--- config.mk ---
export PLATFORM = sky130hd
export DESIGN_NAME = fetch_stage_flat
export DESIGN_NICKNAME = d
export VERILOG_FILES = /design/src/rtl/fetch_stage_if.sv /design/src/rtl/fetch_stage.sv /design/src/flat_wrapper.sv
export SDC_FILE = /design/constraint.sdc
export NUM_CORES = 1
export LEC_CHECK = 0
export CAP_MARGIN = 20
export CORE_ASPECT_RATIO = 0.7
export CORE_UTILIZATION = 42
export CTS_CLUSTER_DIAMETER = 40
export DETAILED_ROUTE_END_ITERATION = 10
export HOLD_SLACK_MARGIN = 0.06
export PLACE_DENSITY = 0.69
export SLEW_MARGIN = 10
export SYNTH_ARGS = -nofsm -noshare
export SYNTH_HDL_FRONTEND = slang
export SYNTH_SLANG_ARGS = --single-unit
--- constraint.sdc ---
create_clock -name clk -period 2.6 [get_ports clk]
set_input_delay 0.39 -clock clk [delete_from_list [all_inputs] [get_ports clk]]
set_output_delay 0.39 -clock clk [all_outputs]
set_load 0.01 [all_outputs]
--- src/rtl/fetch_stage_if.sv ---
// Instruction bus interface between the fetch stage and the instruction memory system.
//
// Request channel (driven by the fetch stage, the master):
//   ireq_valid    : a request is being presented
//   ireq_addr     : 64-bit fetch address, held stable while ireq_valid until addr_ok
// Response channel (driven by the bus, the slave):
//   iresp_addr_ok : request accepted this cycle
//   iresp_data_ok : instruction data returned this cycle
//   iresp_data    : 32-bit instruction word, qualified by iresp_data_ok
interface fetch_stage_if;
  logic        ireq_valid;
  logic [63:0] ireq_addr;
  logic        iresp_addr_ok;
  logic        iresp_data_ok;
  logic [31:0] iresp_data;

  modport master (
    output ireq_valid,
    output ireq_addr,
    input  iresp_addr_ok,
    input  iresp_data_ok,
    input  iresp_data
  );

  modport slave (
    input  ireq_valid,
    input  ireq_addr,
    output iresp_addr_ok,
    output iresp_data_ok,
    output iresp_data
  );
endinterface

--- src/rtl/fetch_stage.sv ---
// Instruction fetch front end. Owns the PC, issues one request at a time on the
// instruction bus and hands each returned instruction plus its PC to decode over a
// valid/ready handshake. Redirects from execute restart the stream at a new PC; any
// fetch already on the bus when a redirect arrives has its response discarded.
//
// Ports:
//   clk         : core clock, all state on the rising edge
//   reset       : asynchronous active-low reset (0 = in reset)
//   ibus        : instruction bus (master side), see fetch_stage_if
//   redirect    : discard the current stream and restart at redirect_pc
//   redirect_pc : new fetch PC, word aligned
//   out_valid   : instruction/PC pair valid to decode
//   out_ready   : decode accepts the pair when out_valid & out_ready
//   out_pc      : PC of the delivered instruction
//   out_instr   : delivered instruction word
module fetch_stage #(
  parameter logic [63:0] RESET_PC = 64'h0000_0000_8000_0000
) (
  input  logic                 clk,
  input  logic                 reset,
  fetch_stage_if.master        ibus,
  input  logic                 redirect,
  input  logic [63:0]          redirect_pc,
  output logic                 out_valid,
  input  logic                 out_ready,
  output logic [63:0]          out_pc,
  output logic [31:0]          out_instr
);

  // REQ : request presented on the bus, waiting for addr_ok
  // WAIT: request accepted, waiting for data_ok
  // HOLD: instruction captured, offered to decode
  localparam logic [1:0] StReq  = 2'd0;
  localparam logic [1:0] StWait = 2'd1;
  localparam logic [1:0] StHold = 2'd2;

  logic [1:0]  state_q,      state_d;
  logic [63:0] pc_q,         pc_d;
  logic        drop_q,       drop_d;
  logic [63:0] pend_pc_q,    pend_pc_d;
  logic [63:0] hold_pc_q,    hold_pc_d;
  logic [31:0] hold_instr_q, hold_instr_d;

  // The request is gated by reset so the bus sees nothing while reset is held,
  // even though the state register already sits in REQ.
  assign ibus.ireq_valid = (state_q == StReq) && reset;
  assign ibus.ireq_addr  = pc_q;

  // A redirect in HOLD cancels the offer in the same cycle, so decode never
  // consumes an instruction from the stream being abandoned.
  assign out_valid = (state_q == StHold) && !redirect;
  assign out_pc    = hold_pc_q;
  assign out_instr = hold_instr_q;

  always_comb begin
    state_d      = state_q;
    pc_d         = pc_q;
    drop_d       = drop_q;
    pend_pc_d    = pend_pc_q;
    hold_pc_d    = hold_pc_q;
    hold_instr_d = hold_instr_q;

    case (state_q)
      StReq: begin
        if (redirect) begin
          // The presented request cannot be withdrawn; let it complete and
          // throw its response away, then restart at the pending PC.
          drop_d    = 1'b1;
          pend_pc_d = redirect_pc;
          if (ibus.iresp_addr_ok) begin
            state_d = StWait;
          end
        end else if (ibus.iresp_addr_ok) begin
          state_d = StWait;
        end
      end

      StWait: begin
        if (redirect) begin
          if (ibus.iresp_data_ok) begin
            // Outstanding response lands now and is discarded; bus is free.
            drop_d  = 1'b0;
            pc_d    = redirect_pc;
            state_d = StReq;
          end else begin
            drop_d    = 1'b1;
            pend_pc_d = redirect_pc;
          end
        end else if (ibus.iresp_data_ok) begin
          if (drop_q) begin
            drop_d  = 1'b0;
            pc_d    = pend_pc_q;
            state_d = StReq;
          end else begin
            hold_pc_d    = pc_q;
            hold_instr_d = ibus.iresp_data;
            state_d      = StHold;
          end
        end
      end

      StHold: begin
        if (redirect) begin
          pc_d    = redirect_pc;
          state_d = StReq;
        end else if (out_ready) begin
          pc_d    = pc_q + 64'd4;
          state_d = StReq;
        end
      end

      default: begin
        // Unreachable encoding: recover by refetching from the current PC.
        drop_d  = 1'b0;
        state_d = StReq;
      end
    endcase
  end

  always_ff @(posedge clk or negedge reset) begin
    if (!reset) begin
      state_q      <= StReq;
      pc_q         <= RESET_PC;
      drop_q       <= 1'b0;
      pend_pc_q    <= 64'd0;
      hold_pc_q    <= 64'd0;
      hold_instr_q <= 32'd0;
    end else begin
      state_q      <= state_d;
      pc_q         <= pc_d;
      drop_q       <= drop_d;
      pend_pc_q    <= pend_pc_d;
      hold_pc_q    <= hold_pc_d;
      hold_instr_q <= hold_instr_d;
    end
  end

endmodule

--- src/flat_wrapper.sv ---
// flat-port wrapper written by rule: the top's interface ports become plain ports
module fetch_stage_flat 
#(
  parameter logic [63:0] RESET_PC = 64'h0000_0000_8000_0000
)
  (clk, reset, redirect, redirect_pc, out_valid, out_ready, out_pc, out_instr, ibus_ireq_valid, ibus_ireq_addr, ibus_iresp_addr_ok, ibus_iresp_data_ok, ibus_iresp_data);
  fetch_stage_if ibus_i ();
  input  logic clk;
  input  logic reset;
  input  logic redirect;
  input  logic [63:0] redirect_pc;
  output logic out_valid;
  input  logic out_ready;
  output logic [63:0] out_pc;
  output logic [31:0] out_instr;
  output wire logic [$bits(ibus_i.ireq_valid)-1:0] ibus_ireq_valid;
  output wire logic [$bits(ibus_i.ireq_addr)-1:0] ibus_ireq_addr;
  input wire logic [$bits(ibus_i.iresp_addr_ok)-1:0] ibus_iresp_addr_ok;
  input wire logic [$bits(ibus_i.iresp_data_ok)-1:0] ibus_iresp_data_ok;
  input wire logic [$bits(ibus_i.iresp_data)-1:0] ibus_iresp_data;
  assign ibus_ireq_valid = ibus_i.ireq_valid;
  assign ibus_ireq_addr = ibus_i.ireq_addr;
  assign ibus_i.iresp_addr_ok = ibus_iresp_addr_ok;
  assign ibus_i.iresp_data_ok = ibus_iresp_data_ok;
  assign ibus_i.iresp_data = ibus_iresp_data;
  fetch_stage #(.RESET_PC(RESET_PC)) u_core (.clk(clk), .reset(reset), .ibus(ibus_i), .redirect(redirect), .redirect_pc(redirect_pc), .out_valid(out_valid), .out_ready(out_ready), .out_pc(out_pc), .out_instr(out_instr));
endmodule
=== Word level (Yosys, flattened, before mapping) ===
Index checks and enable logic that the tools add are counted.

* Output and inout bits: 162
* Input bits: 102
* Word-level logic and storage cells: 55
* Flip-flop bits (word level): 227

* Equality and inequality tests: 10
* Add/subtract/negate cells: 1
* Mux-type cells: 24
* Reduce and logical (&&, ||, !) cells: 11
* Bitwise operators: 3

{| class="wikitable"
|+ Operator list
! kind !! count
|-
| two-way mux 64 bit || 9
|-
| case mux 64 bit (2 select lines) || 2
|-
| adder 64 x 3 -> 64 bit (second input constant) || 1
|-
| two-way mux 2 bit || 7
|-
| AND reduction 4 bit || 3
|-
| != test 2 bit (second input constant) || 5
|-
| != test 3 bit (second input constant) || 2
|-
| case mux 2 bit (3 select lines) || 1
|-
| AND reduction 3 bit || 2
|-
| two-way mux 1 bit || 4
|-
| nonzero test 2 bit || 2
|-
| != test 3 x 2 -> 1 bit (second input constant) || 1
|-
| inverter 1 bit || 3
|-
| case mux 1 bit (3 select lines) || 1
|-
| equality test 2 x 1 -> 1 bit (second input constant) || 1
|-
| equality test 2 bit (second input constant) || 1
|-
| logical AND 1 bit || 2
|-
| logical NOT 2 bit || 1
|-
| logical NOT 1 bit || 1
|}

=== Longest topological paths before layout ===
* Depth after elaboration: 4
* Mapped depth: 10
* Gate-level depth less buffers: 8

=== Worst setup path after synthesis ===
Ideal clock, no wire load.

* Path type: flip-flop to flip-flop
* From: register u_core.pc_q[2] (netlist: u_core.ibus.ireq_addr[2])
* To: register u_core.pc_q[60] (netlist: u_core.ibus.ireq_addr[60])
* Setup time: 96 ps
* Data arrival time: 2311 ps
* Required time: 2504 ps
* Path buffers: 0
* Period minus slack after synthesis: 2406 ps
* Slack: 194 ps
* Cell stages (with the launch flop): 8
* Path through: dfrtp_1 ha_1 nand4_4 or4_4 nor4b_4 nand3_1 and3b_1 a311oi_2

* Word-level cells in the longest chain between the ends: 4

{| class="wikitable"
|+ RTL lines
! item !! RTL line !! RTL
|-
| from (decl) || fetch_stage.sv:38 || <nowiki>logic [63:0] pc_q, pc_d;</nowiki>
|-
| from (signal assigned) || fetch_stage.sv:130 || <nowiki>pc_q <= pc_d;</nowiki>
|-
| adder 64 x 3 -> 64 bit || fetch_stage.sv:107 || <nowiki>pc_d = pc_q + 64'd4;</nowiki>
|-
| two-way mux 64 bit || fetch_stage.sv:106 || <nowiki>end else if (out_ready) begin</nowiki>
|-
| two-way mux 64 bit || fetch_stage.sv:103 || <nowiki>if (redirect) begin</nowiki>
|-
| case mux 64 bit (2 select lines) || fetch_stage.sv:63 || <nowiki>case (state_q)</nowiki>
|}

Every way passes these cells. The select of a mux whose other input is x is not followed.
A chain may end at the register's enable or synchronous reset.

=== Final worst setup path ===
Same ends and word-level chain as after synthesis.

==> flow_summary_export.csv <==
group,metric,value,unit
outcome,outcome,"complete, no violations",
yosys,async_flop_share,100.0,%
final_layout,syn2layout_area_growth,42.39,%
timing,worst_pin_slew,767.7,ps
global_routing,grt_use_total,24.53,%
yosys,syn_inst,997,
yosys,synth_top_family_by_area,"multiplexers",
run,cap_viol_max_count,0,
yosys,seq_area_frac_synth,51.83,%
power,cellLeakagePower,6.432,nW
hold_path,hold_path_end,"u_core.out_instr[2]$_DFFE_PN0P_",
placed_design,place_area,14350,um2
floorplanning,core,25630,um2
setup_path,cp.required,3010,ps
setup_path,cp_slowest_stage_delay,600,ps
timing,fin_crit_sh,94.55,%
clock_network,cts_buffer_depth,3,
route,drt-pass1-iter-count,5,
hold_path,hp-start,"ibus_iresp_data[2]",
yosys,synthSimpleGateAreaFrac,13.16,%
yosys,synth-seq-cells,227,
yosys,synth_edf_count,0,
floorplanning,num_rows,49,
yosys,postSynthAreaPerCell,10.99,um2
timing,rsz0062_at_grt,"false",
timing,slew_headroom,48.82,%
power,ir_drop,0.7987,mV
route,post_drt_via_cell_ratio,5.715,
global_routing,first_global_vias,9255,
setup_path,crit_path_end_kind,"register",
route,drc,0,
clock_network,ctsRootBufferMaster,"clkbuf_16",
yosys,synth_top_area_share,51.59,%
floorplanning,die_h,137.2,um
clock_network,cts_buffers,36,
floorplanning,design.die.area,26760,um2
yosys,synth_nets,1103,
final_layout,diodes,0,
yosys,synth_flop_cell,"dfrtp_1",
timing,slew_violations,0,
hold_path,holdPathStages,2,
yosys,yosys.area_share.adder,0.4566,%
yosys,synth.most_common_cell,"dfrtp_1",
placed_design,gp_congestion,0.9174,
timing,period_minus_slack,2458,ps
clock_network,clk_pin_slew,50,ps
route,vias,9475,
timing,hold_violations,0,
timing,finalSetupViolations,0,
setup_path,crit_type,"register to register",
floorplanning,start_util,42.77,%
floorplanning,die_w,195.1,um
setup_path,r2r-end,"u_core.ibus.ireq_addr[60]$_DFFE_PN0P_",
route,avgRoutedWirePerCell,19.73,um
clock_network,clock_latency,510,ps
yosys,synth-compound-area-share,14.37,%
setup_path,start_kind,"register",
yosys,synth_xor_area_share,0,%
timing,finClkSkew,15.06,ps
yosys,synth_cell_types,63,
clock_network,cts-htree-levels,2,
timing,timing.hold.ws,497.1,ps
placed_design,portBuffers,263,
final_layout,drive_gt1_share,23.59,%
yosys,synth_common_cells,"226 x dfrtp_1, 159 x mux2_2, 79 x o21ai_0",
yosys,ys_warn_count,0,
clock_network,tritoncts,"yes",
global_routing,grt_pass1_wl,51.76,mm
clock_network,clock-sinks,227,
final_layout,fin_nets,1409,
final_layout,final_cell_area,15610,um2
global_routing,grt_max_degree,137,
yosys,synthTopCellsByArea,"dfrtp_1 52%, mux2_2 16%, o21ai_0 3.6%",
global_routing,grt_overflow,0,
setup_path,critPathMaxFanout,7,
hold_path,hp-class,"input port to register",
yosys,muxShareOfSynthArea,17.16,%
timing,fmax,406.8,MHz
route,drt-total-wl,32.72,mm
setup_path,reg2reg_depth,8,
setup_path,cp_cell_sequence,"ha_2 -> nand4_4 -> or4_4 -> nor4b_4 -> buf_4 -> nand3_1 -> and3b_1 -> a311oi_2",
route,drtIter0Drc,810,
global_routing,antenna_found_initial,1,
timing,finalSetupTns,0,ps
floorplanning,io_pins,264,
yosys,synth_top_area_cell,"dfrtp_1",
setup_path,rr_startpoint,"u_core.ibus.ireq_addr[2]$_DFFE_PN0P_",
route,antenna_left,0,
setup_path,critical-path-slowest-cell,"or4_4",
yosys,syn_area,10960,um2
power,p_per_area,1292,nW/um2
placed_design,dp.final_hpwl,22.69,mm
setup_path,r2r_slack,140,ps
setup_path,crit_arrival,2870,ps
[critical path, delay by kind of cell, from the launching register on]
family	cells	cell delay, ps
buffers and inverters	1	200
flip-flops	1	350
AO/OA/AOI/OAI	1	240
AND/OR/NAND/NOR	5	1330
adder cells (fa/ha/maj)	1	230
[metrics by stage]
step	power [mW]	setup slack (ps)	instances	utilization, %
after CTS	20.24	5.168	1656	60.75
after global routing	21.35	14.79	1658	60.91
after detailed placement	15.33	49.09	1593	56.01
after global placement	15.10	115.9	1593	56.01
final	20.16	141.8	1658	60.91
after floorplan	10.83	193.9	997	-
[worst max-delay path by stage]
stage | from | to | slack [ps] | cells past startpoint
after detailed placement | u_core.ibus.ireq_addr[2]$_DFFE_PN0P_ | u_core.ibus.ireq_addr[60]$_DFFE_PN0P_ | 50 | 7
final | u_core.ibus.ireq_addr[2]$_DFFE_PN0P_ | u_core.ibus.ireq_addr[60]$_DFFE_PN0P_ | 140 | 8
after floorplan | u_core.ibus.ireq_addr[2]$_DFFE_PN0P_ | u_core.ibus.ireq_addr[60]$_DFFE_PN0P_ | 190 | 7
after CTS | u_core.state_q[0]$_DFFE_PN0P_ | out_valid | 5 | 6
after global routing | u_core.ibus.ireq_addr[11]$_DFFE_PN0P_ | u_core.ibus.ireq_addr[59]$_DFFE_PN0P_ | 10 | 8
after global placement | u_core.ibus.ireq_addr[2]$_DFFE_PN0P_ | u_core.ibus.ireq_addr[60]$_DFFE_PN0P_ | 120 | 7
[state kept, by name, indices dropped and copies added, names as in the netlist]
name and cells:
u_core.ibus.ireq_addr 64, u_core.out_pc 64, u_core.pend_pc_q 64, u_core.out_instr 32, u_core.state_q 2, u_core.drop_q 1
[power by group]
group	leakage (nW)	switching, mW	internal [mW]
Combinational	3.07	4.04	4.76
Sequential	2.79	1.29	5.28
Clock	0.579	1.72	3.07
Total	6.43	7.05	13.1
[layer usage]
| metal | share of wire (%) | global-route usage, % |
|---|---|---|
| met2 | 43 | 35.62 |
| met3 | 9.2 | 6.826 |
| met5 | 0.049 | 0 |
| met4 | 1.4 | 5.424 |
| met1 | 46 | 36.13 |
[timing repair]
action                                  4_1_cts  5_1_grt
endpoints found under the setup margin        1        5
resized for setup                             3        3
cloned                                        0        0
endpoints found under the hold margin        35        0
pin swaps                                     0        1
buffers inserted                              0        1
hold buffers                                  1        0
[layout make-up]
| class | instances | area [um2] |
|---|---|---|
| Clock inverter | 18 | 224.0 |
| Fill cell | 2147 | 10020 |
| Inverter | 24 | 91.34 |
| Sequential cell | 227 | 5682 |
| Tap cell | 331 | 414.1 |
| Multi-Input combinational cell | 682 | 5007 |
| Timing Repair Buffer | 332 | 3218 |
| Clock buffer | 44 | 972.2 |
[cells in the final DEF (no fill, tap or decap), types with 6 or more instances in the layout]
cell | Yosys | layout
o21ai_0 | 79 | 78
inv_1 | 23 | 23
o22ai_1 | 9 | 9
nor3_1 | 18 | 18
nor3b_1 | 6 | 6
o31a_1 | 8 | 8
nand3_1 | 30 | 30
nand4_1 | 28 | 28
buf_4 | 0 | 63
mux2i_1 | 9 | 9
nor4_1 | 12 | 12
and3_1 | 11 | 10
a22oi_1 | 28 | 28
clkdlybuf4s50_1 | 0 | 260
clkbuf_16 | 0 | 37
a31oi_1 | 8 | 8
dfrtp_1 | 226 | 226
nand2_1 | 57 | 57
a21oi_1 | 44 | 44
mux2_2 | 159 | 159
nor2_1 | 61 | 59
a22o_1 | 18 | 18
a221oi_1 | 6 | 6
nand3b_1 | 6 | 6
[cell families (layout without fill, tap and decap cells)]
group,after synthesis,in the layout
multiplexers,168,168
flip-flops,227,227
adder cells (fa/ha/maj),4,4
AO/OA/AOI/OAI,244,244
AND/OR/NAND/NOR,266,266
buffers and inverters,88,418
No activity file was read; power rests on OpenSTA's default activity.
